===== config.mk =====
export PLATFORM = sky130hd
export DESIGN_NAME = display_scan_ctrl
export DESIGN_NICKNAME = d
export VERILOG_FILES = /design/src/rtl/clock_disp_pkg.sv /design/src/rtl/separator.sv /design/src/rtl/display_scan_ctrl.sv
export SDC_FILE = /design/constraint.sdc
export NUM_CORES = 1
export LEC_CHECK = 0
export BUFFER_PORTS_ARGS = -buffer_cell sky130_fd_sc_hd__buf_2
export CORE_MARGIN = 5
export CORE_UTILIZATION = 60
export DETAILED_ROUTE_END_ITERATION = 16
export HOLD_SLACK_MARGIN = 0.06
export PLACE_DENSITY = 0.84
export RECOVER_POWER = 25
export SLEW_MARGIN = 10
export SYNTH_ARGS = -nofsm -noshare
export SYNTH_HDL_FRONTEND = slang
export SYNTH_SLANG_ARGS = --single-unit

===== constraint.sdc =====
create_clock -name clk -period 7.09 [get_ports clk]
set_clock_uncertainty 0.2 [all_clocks]
set_input_delay 0.3545 -clock clk [delete_from_list [all_inputs] [get_ports clk]]
set_output_delay 0.3545 -clock clk [all_outputs]
set_load 0.03 [all_outputs]

===== src/rtl/clock_disp_pkg.sv =====
`default_nettype none
// ============================================================================
//  Module      : clock_disp_pkg
//  Description : Shared constants, output bundle type and segment decoder
//                for the alarm-clock seven-segment display.
//  Revision    : 1.0 - initial release
// ============================================================================
package clock_disp_pkg;

    // Active-low {g,f,e,d,c,b,a}
    localparam logic [6:0] SEG_DIGIT [0:9] = '{
        7'b1000000, 7'b1111001, 7'b0100100, 7'b0110000, 7'b0011001,
        7'b0010010, 7'b0000010, 7'b1111000, 7'b0000000, 7'b0010000
    };
    localparam logic [6:0] SEG_DASH  = 7'b0111111;
    localparam logic [6:0] SEG_BLANK = 7'h7F;

    localparam logic [5:0] HH_MAX = 6'd23;
    localparam logic [5:0] MM_MAX = 6'd59;

    localparam logic [1:0] DIG_HT = 2'd3;
    localparam logic [1:0] DIG_HU = 2'd2;
    localparam logic [1:0] DIG_MT = 2'd1;
    localparam logic [1:0] DIG_MU = 2'd0;

    typedef struct packed {
        logic [3:0] anode;
        logic [6:0] seg;
        logic       dp;
    } disp_out_t;

    localparam disp_out_t DISP_OFF = '{anode: 4'b1111, seg: SEG_BLANK, dp: 1'b1};

    function automatic logic [6:0] seg_decode(input logic [3:0] nib);
        logic [6:0] pat;
        case (nib)
            4'd0:    pat = SEG_DIGIT[0];
            4'd1:    pat = SEG_DIGIT[1];
            4'd2:    pat = SEG_DIGIT[2];
            4'd3:    pat = SEG_DIGIT[3];
            4'd4:    pat = SEG_DIGIT[4];
            4'd5:    pat = SEG_DIGIT[5];
            4'd6:    pat = SEG_DIGIT[6];
            4'd7:    pat = SEG_DIGIT[7];
            4'd8:    pat = SEG_DIGIT[8];
            4'd9:    pat = SEG_DIGIT[9];
            default: pat = SEG_BLANK;
        endcase
        return pat;
    endfunction

endpackage
`default_nettype wire


===== src/rtl/separator.sv =====
`default_nettype none
// ============================================================================
//  Module      : separator
//  Description : Splits a 0..63 binary value into decimal tens and units.
//  Revision    : 1.0 - initial release
// ============================================================================
module separator (
    input  logic [5:0] value_i,
    output logic [3:0] tens_o,
    output logic [3:0] units_o
);

    logic [5:0] w_base;

    always_comb begin
        tens_o = 4'd0;
        w_base = 6'd0;
        if (value_i >= 6'd60) begin
            tens_o = 4'd6;
            w_base = 6'd60;
        end else if (value_i >= 6'd50) begin
            tens_o = 4'd5;
            w_base = 6'd50;
        end else if (value_i >= 6'd40) begin
            tens_o = 4'd4;
            w_base = 6'd40;
        end else if (value_i >= 6'd30) begin
            tens_o = 4'd3;
            w_base = 6'd30;
        end else if (value_i >= 6'd20) begin
            tens_o = 4'd2;
            w_base = 6'd20;
        end else if (value_i >= 6'd10) begin
            tens_o = 4'd1;
            w_base = 6'd10;
        end
        units_o = 4'(value_i - w_base);
    end

endmodule
`default_nettype wire


===== src/rtl/display_scan_ctrl.sv =====
`default_nettype none
// ============================================================================
//  Module      : display_scan_ctrl
//  Description : Four-digit multiplexed seven-segment scan controller with
//                per-frame snapshot, range dashes, blink and colon point.
//  Revision    : 1.0 - initial release
// ============================================================================
module display_scan_ctrl
    import clock_disp_pkg::*;
#(
    parameter int REFRESH_DIV = 100000,
    parameter int BLINK_DIV   = 50000000
) (
    input  logic       clk,
    input  logic       rst,
    input  logic [5:0] time_hh,
    input  logic [5:0] time_mm,
    input  logic [5:0] alarm_hh,
    input  logic [5:0] alarm_mm,
    input  logic       show_alarm,
    input  logic [3:0] blink_mask,
    input  logic       colon_on,
    output logic [3:0] anode,
    output logic [6:0] seg,
    output logic       dp
);

    localparam int CNT_W   = (REFRESH_DIV > 1) ? $clog2(REFRESH_DIV) : 1;
    localparam int BLINK_W = (BLINK_DIV > 1) ? $clog2(BLINK_DIV) : 1;

    logic [CNT_W-1:0]   cnt_q, cnt_d;
    logic [1:0]         dig_q, dig_d;
    logic [BLINK_W-1:0] blink_cnt_q, blink_cnt_d;
    logic               blink_ph_q, blink_ph_d;
    logic [5:0]         hh_q, hh_d;
    logic [5:0]         mm_q, mm_d;
    disp_out_t          out_q, out_d;

    logic       w_cnt_wrap;
    logic       w_blink_wrap;
    logic       w_snap;
    logic [5:0] w_sep_in;
    logic [3:0] w_tens;
    logic [3:0] w_units;
    logic [3:0] w_nibble;
    logic       w_dash;
    logic       w_blank;
    logic       w_blinked;
    logic [6:0] w_pattern;

    separator u_separator (
        .value_i (w_sep_in),
        .tens_o  (w_tens),
        .units_o (w_units)
    );

    always_comb begin
        w_cnt_wrap   = (cnt_q == CNT_W'(REFRESH_DIV - 1));
        w_blink_wrap = (blink_cnt_q == BLINK_W'(BLINK_DIV - 1));
        cnt_d        = w_cnt_wrap ? '0 : cnt_q + CNT_W'(1);
        dig_d        = w_cnt_wrap ? dig_q - 2'd1 : dig_q;
        blink_cnt_d  = w_blink_wrap ? '0 : blink_cnt_q + BLINK_W'(1);
        blink_ph_d   = blink_ph_q ^ w_blink_wrap;

        // Whole frame shows one coherent value pair, latched at its start.
        w_snap = (cnt_q == '0) && (dig_q == DIG_HT);
        hh_d   = hh_q;
        mm_d   = mm_q;
        if (w_snap) begin
            hh_d = show_alarm ? alarm_hh : time_hh;
            mm_d = show_alarm ? alarm_mm : time_mm;
        end
    end

    always_comb begin
        w_sep_in  = dig_q[1] ? hh_q : mm_q;
        w_nibble  = dig_q[0] ? w_tens : w_units;
        w_dash    = dig_q[1] ? (hh_q > HH_MAX) : (mm_q > MM_MAX);
        w_pattern = w_dash ? SEG_DASH : seg_decode(w_nibble);
        w_blank   = (cnt_q == '0);
        w_blinked = blink_ph_q && blink_mask[dig_q];

        out_d       = DISP_OFF;
        out_d.anode = (w_blank || w_blinked) ? 4'b1111 : ~(4'b0001 << dig_q);
        out_d.seg   = w_blank ? SEG_BLANK : w_pattern;
        out_d.dp    = !((dig_q == DIG_HU) && colon_on && !w_blank && !w_blinked);
    end

    always_ff @(posedge clk) begin
        if (rst) begin
            cnt_q       <= '0;
            dig_q       <= DIG_HT;
            blink_cnt_q <= '0;
            blink_ph_q  <= 1'b0;
            hh_q        <= '0;
            mm_q        <= '0;
            out_q       <= DISP_OFF;
        end else begin
            cnt_q       <= cnt_d;
            dig_q       <= dig_d;
            blink_cnt_q <= blink_cnt_d;
            blink_ph_q  <= blink_ph_d;
            hh_q        <= hh_d;
            mm_q        <= mm_d;
            out_q       <= out_d;
        end
    end

    assign anode = out_q.anode;
    assign seg   = out_q.seg;
    assign dp    = out_q.dp;

endmodule
`default_nettype wire


==> metrics <==
Clock Latency Late Sink 0.35 ns; Cell Count, Final, Fillers Out 520; Slew @ Worst Pin around 0.83 ns; ANT cells 0; die area between 7000 and 8000 µm²; Core Area 5850 µm²; critical path launch point type register; number of H-tree levels 3; CP Capture Type register; Final Max Slew Viols 0; total grt overflow 0; final period utilization 0.565; LEAKAGE ~1.6 nW; max_cap viols 0; Sequential cell area about 1400 µm²; Gate power share 0.163; Synth top area share 0.391; first drt pass iteration count 4; Pint about 0.00060 W; pin count of the biggest net entering global routing 26; WP data required slightly above 7 ns; Cell variety after synth 51; routed via count between 2k and 3k; Final HPWL DP between 5000 and 6000 µm; Sw Pwr roughly 0.00024 W; first-pass GRT wire length between 10000 and 15000 µm; Pwr per Cell Area about 210 nW/µm²; buffer and inverter count on the worst path 0; fmax about 250 MHz; ANT nets after route 0; critical path class reg2reg; yosys synthesis warning count 0; Detailed Route WL 7280 µm; synth top area cells dfxtp_1 39%, nor2_1 7.2%, xor2_1 5.9%; CP max FO 15; Worst path most repeated cell nor3_1; Cells after Synth roughly 400; Cell Area, Synth ~3600 µm²; setup bufs post-CTS 0; CTS tree yes; sequential share of power 0.501; Area Overhead vs Synth 10.8%; total CTS buffers 9; dpl cells between 500 and 600; DR vias/cell about 5.6; CP delay by family, top multiplexers; status completed; vias in the first global route ~2.7k; post-synth top area cell dfxtp_1; first-iteration detailed-routing DRC count 119; slew margin rel. 0.446; critical path cell sequence mux2i_1 > o211ai_1 > a21oi_1 > nor3_1 > ha_1 > fa_1 > nor2_1 > a31oi_2 > mux2_2 > nor3_1 > o21ai_0; Synth Area per Inst 9.02 µm²; GRT Resource Usage Total 0.201; clk root buf clkbuf_8; cell row count 28; Post-route DRC 0; RSZ-0062 raised after global routing false; Final setup viols 0; die width a little under 90 µm; # port buffers 43; Arrival @ worst endpoint ~4.0 ns; final RePlAce weighted congestion around 0.87; Clock Path Buffers 2; ys flop type dfxtp_1; clk sinks 70; Synth Register Bits 70; Die H 87.3 µm; fin crit period about 4.0 ns; Slowest cell on crit path dfxtp_1; Fill cells 456; share of cells above drive strength 1 0.173; Worst Hold Class in2reg; post-route setup TNS 0 ns; Synth async-reset ratio 0; initial antenna violation count 0; clock share of power 0.336; slowest stage delay, CP about 0.74 ns; Worst IR Drop VDD around 0.16 mV; Seq/Total Area, Yosys 0.391; final hold vios 0; # IOs 44; Multi-input gate area a little over 2000 µm²; Final nets 486; sw frac 0.285; Synthesized Nets 443; initial core utilization 0.612; post-DR wirelength/cell approximately 14 µm; number of flops mapped to enable cells by yosys 0; clk slew on worst S/H paths roughly 0.070 ns
synth_stat cells, types with 2 or more instances:
| cell type | count |
|---|---|
| nor2_1 | 69 |
| and4_1 | 7 |
| xnor2_1 | 14 |
| and3_1 | 4 |
| xor2_1 | 24 |
| mux2i_1 | 17 |
| nand2_1 | 29 |
| nand3_1 | 20 |
| a211oi_1 | 4 |
| a21oi_1 | 8 |
| a21boi_0 | 2 |
| buf_2 | 3 |
| buf_6 | 4 |
| nand4_1 | 9 |
| nor4b_1 | 2 |
| o21ai_0 | 11 |
| ha_1 | 13 |
| clkbuf_1 | 4 |
| or2_2 | 3 |
| nor4_1 | 3 |
| nor4_4 | 2 |
| mux2_2 | 17 |
| inv_1 | 11 |
| or3_1 | 6 |
| o21ai_1 | 2 |
| nor3_1 | 10 |
| or4_1 | 3 |
| o211ai_1 | 2 |
| nand2b_1 | 3 |
| dfxtp_1 | 70 |
registers in the layout (all words and copies together) (netlist names):
| name | flops |
|---|---|
| anode | 4 |
| blink_cnt_q | 26 |
| blink_ph_q | 1 |
| cnt_q | 17 |
| hh_q | 6 |
| dp | 1 |
| seg | 7 |
| dig_q | 2 |
| mm_q | 6 |
tightest hold or removal path, stage by stage:
cell	delay [ns]
buf_2	0.07
mux2_2	0.13
mux2i_1	0.05
nor2_1	0.07
layout by cell type (no fill, tap or decap), types with 6 or more instances in the layout:
cell type / netlist / layout
nand3_1: 20 / 20
or3_1: 6 / 6
o21ai_0: 11 / 11
inv_1: 11 / 11
nand2_1: 29 / 29
buf_2: 3 / 31
mux2_2: 17 / 17
nand4_1: 9 / 9
dfxtp_1: 70 / 70
nor3_1: 10 / 10
a21oi_1: 8 / 8
xor2_1: 24 / 24
clkbuf_1: 4 / 13
nor2_1: 69 / 69
clkbuf_8: 0 / 10
mux2i_1: 17 / 17
ha_1: 13 / 13
and4_1: 7 / 7
xnor2_1: 14 / 14
timing repair:
action / 4_1_cts / 5_1_grt
hold buffers: 1 / 0
gates resized for setup: 0 / 0
endpoints found under the hold margin: 1 / 0
layer usage:
| metal | vias up | GRT usage | wire, µm |
|---|---|---|---|
| met3 | 19 | 0.0369 | 315 |
| met4 | 0 | 0.116 | 204 |
| met2 | 65 | 0.310 | 3420 |
| li1 | 1456 | - | - |
| met1 | 1374 | 0.263 | 3340 |
| met5 | - | 0 | 0 |
path summary, 6_finish.rpt:
kind / startpoint / endpoint / slack [ns] / cells after the start
worst max-delay path: dig_q[1] / seg[3] / 3.08 / 11
worst min-delay path: alarm_hh[1] / hh_q[1] / 0.17 / 4
worst max register to register: dig_q[1] / seg[3] / 3.08 / 11
worst min register to register: blink_cnt_q[0] / blink_cnt_q[0] / 0.29 / 1
layout make-up:
type | instances | area share
Clock buffer | 11 | 0.0356
Clock inverter | 5 | 0.00883
Sequential cell | 70 | 0.353
Tap cell | 75 | 0.0236
Inverter | 11 | 0.0104
Timing Repair Buffer | 45 | 0.0549
Multi-Input combinational cell | 303 | 0.514
metrics by stage:
| stage | total power [W] | util | hold slack [ns] | setup WS, ns | cell area (µm²) |
|---|---|---|---|---|---|
| after floorplan | 0.000534 | - | 0.239 | 3.81 | 3580 |
| final | 0.000843 | 0.678 | 0.172 | 3.08 | 3970 |
| after global placement | 0.000562 | 0.652 | 0.278 | 3.29 | 3810 |
| after global routing | 0.000885 | 0.678 | 0.196 | 2.74 | 3970 |
| after CTS | 0.000850 | 0.683 | 0.171 | 3.11 | 4000 |
| after detailed placement | 0.000568 | 0.652 | 0.280 | 3.12 | 3810 |
logic make-up after synthesis:
family                   synth area share
multiplexers                        0.114
AO/OA/AOI/OAI                      0.0695
adder cells (fa/ha/maj)            0.0510
buffers and inverters              0.0356
flip-flops                          0.391
AND/OR/NAND/NOR                     0.246
XOR/XNOR                           0.0929
power by group through the flow:
stage | registers (W) | logic, W | clock network [W]
2_1_floorplan | 0.000440 | 0.0000934 | 0
3_3_place_gp | 0.000430 | 0.000133 | 0
3_5_place_dp | 0.000431 | 0.000137 | 0
4_1_cts | 0.000422 | 0.000138 | 0.000290
5_1_grt | 0.000424 | 0.000153 | 0.000307
6_report | 0.000422 | 0.000137 | 0.000283
(Power assumes the default switching activity.)
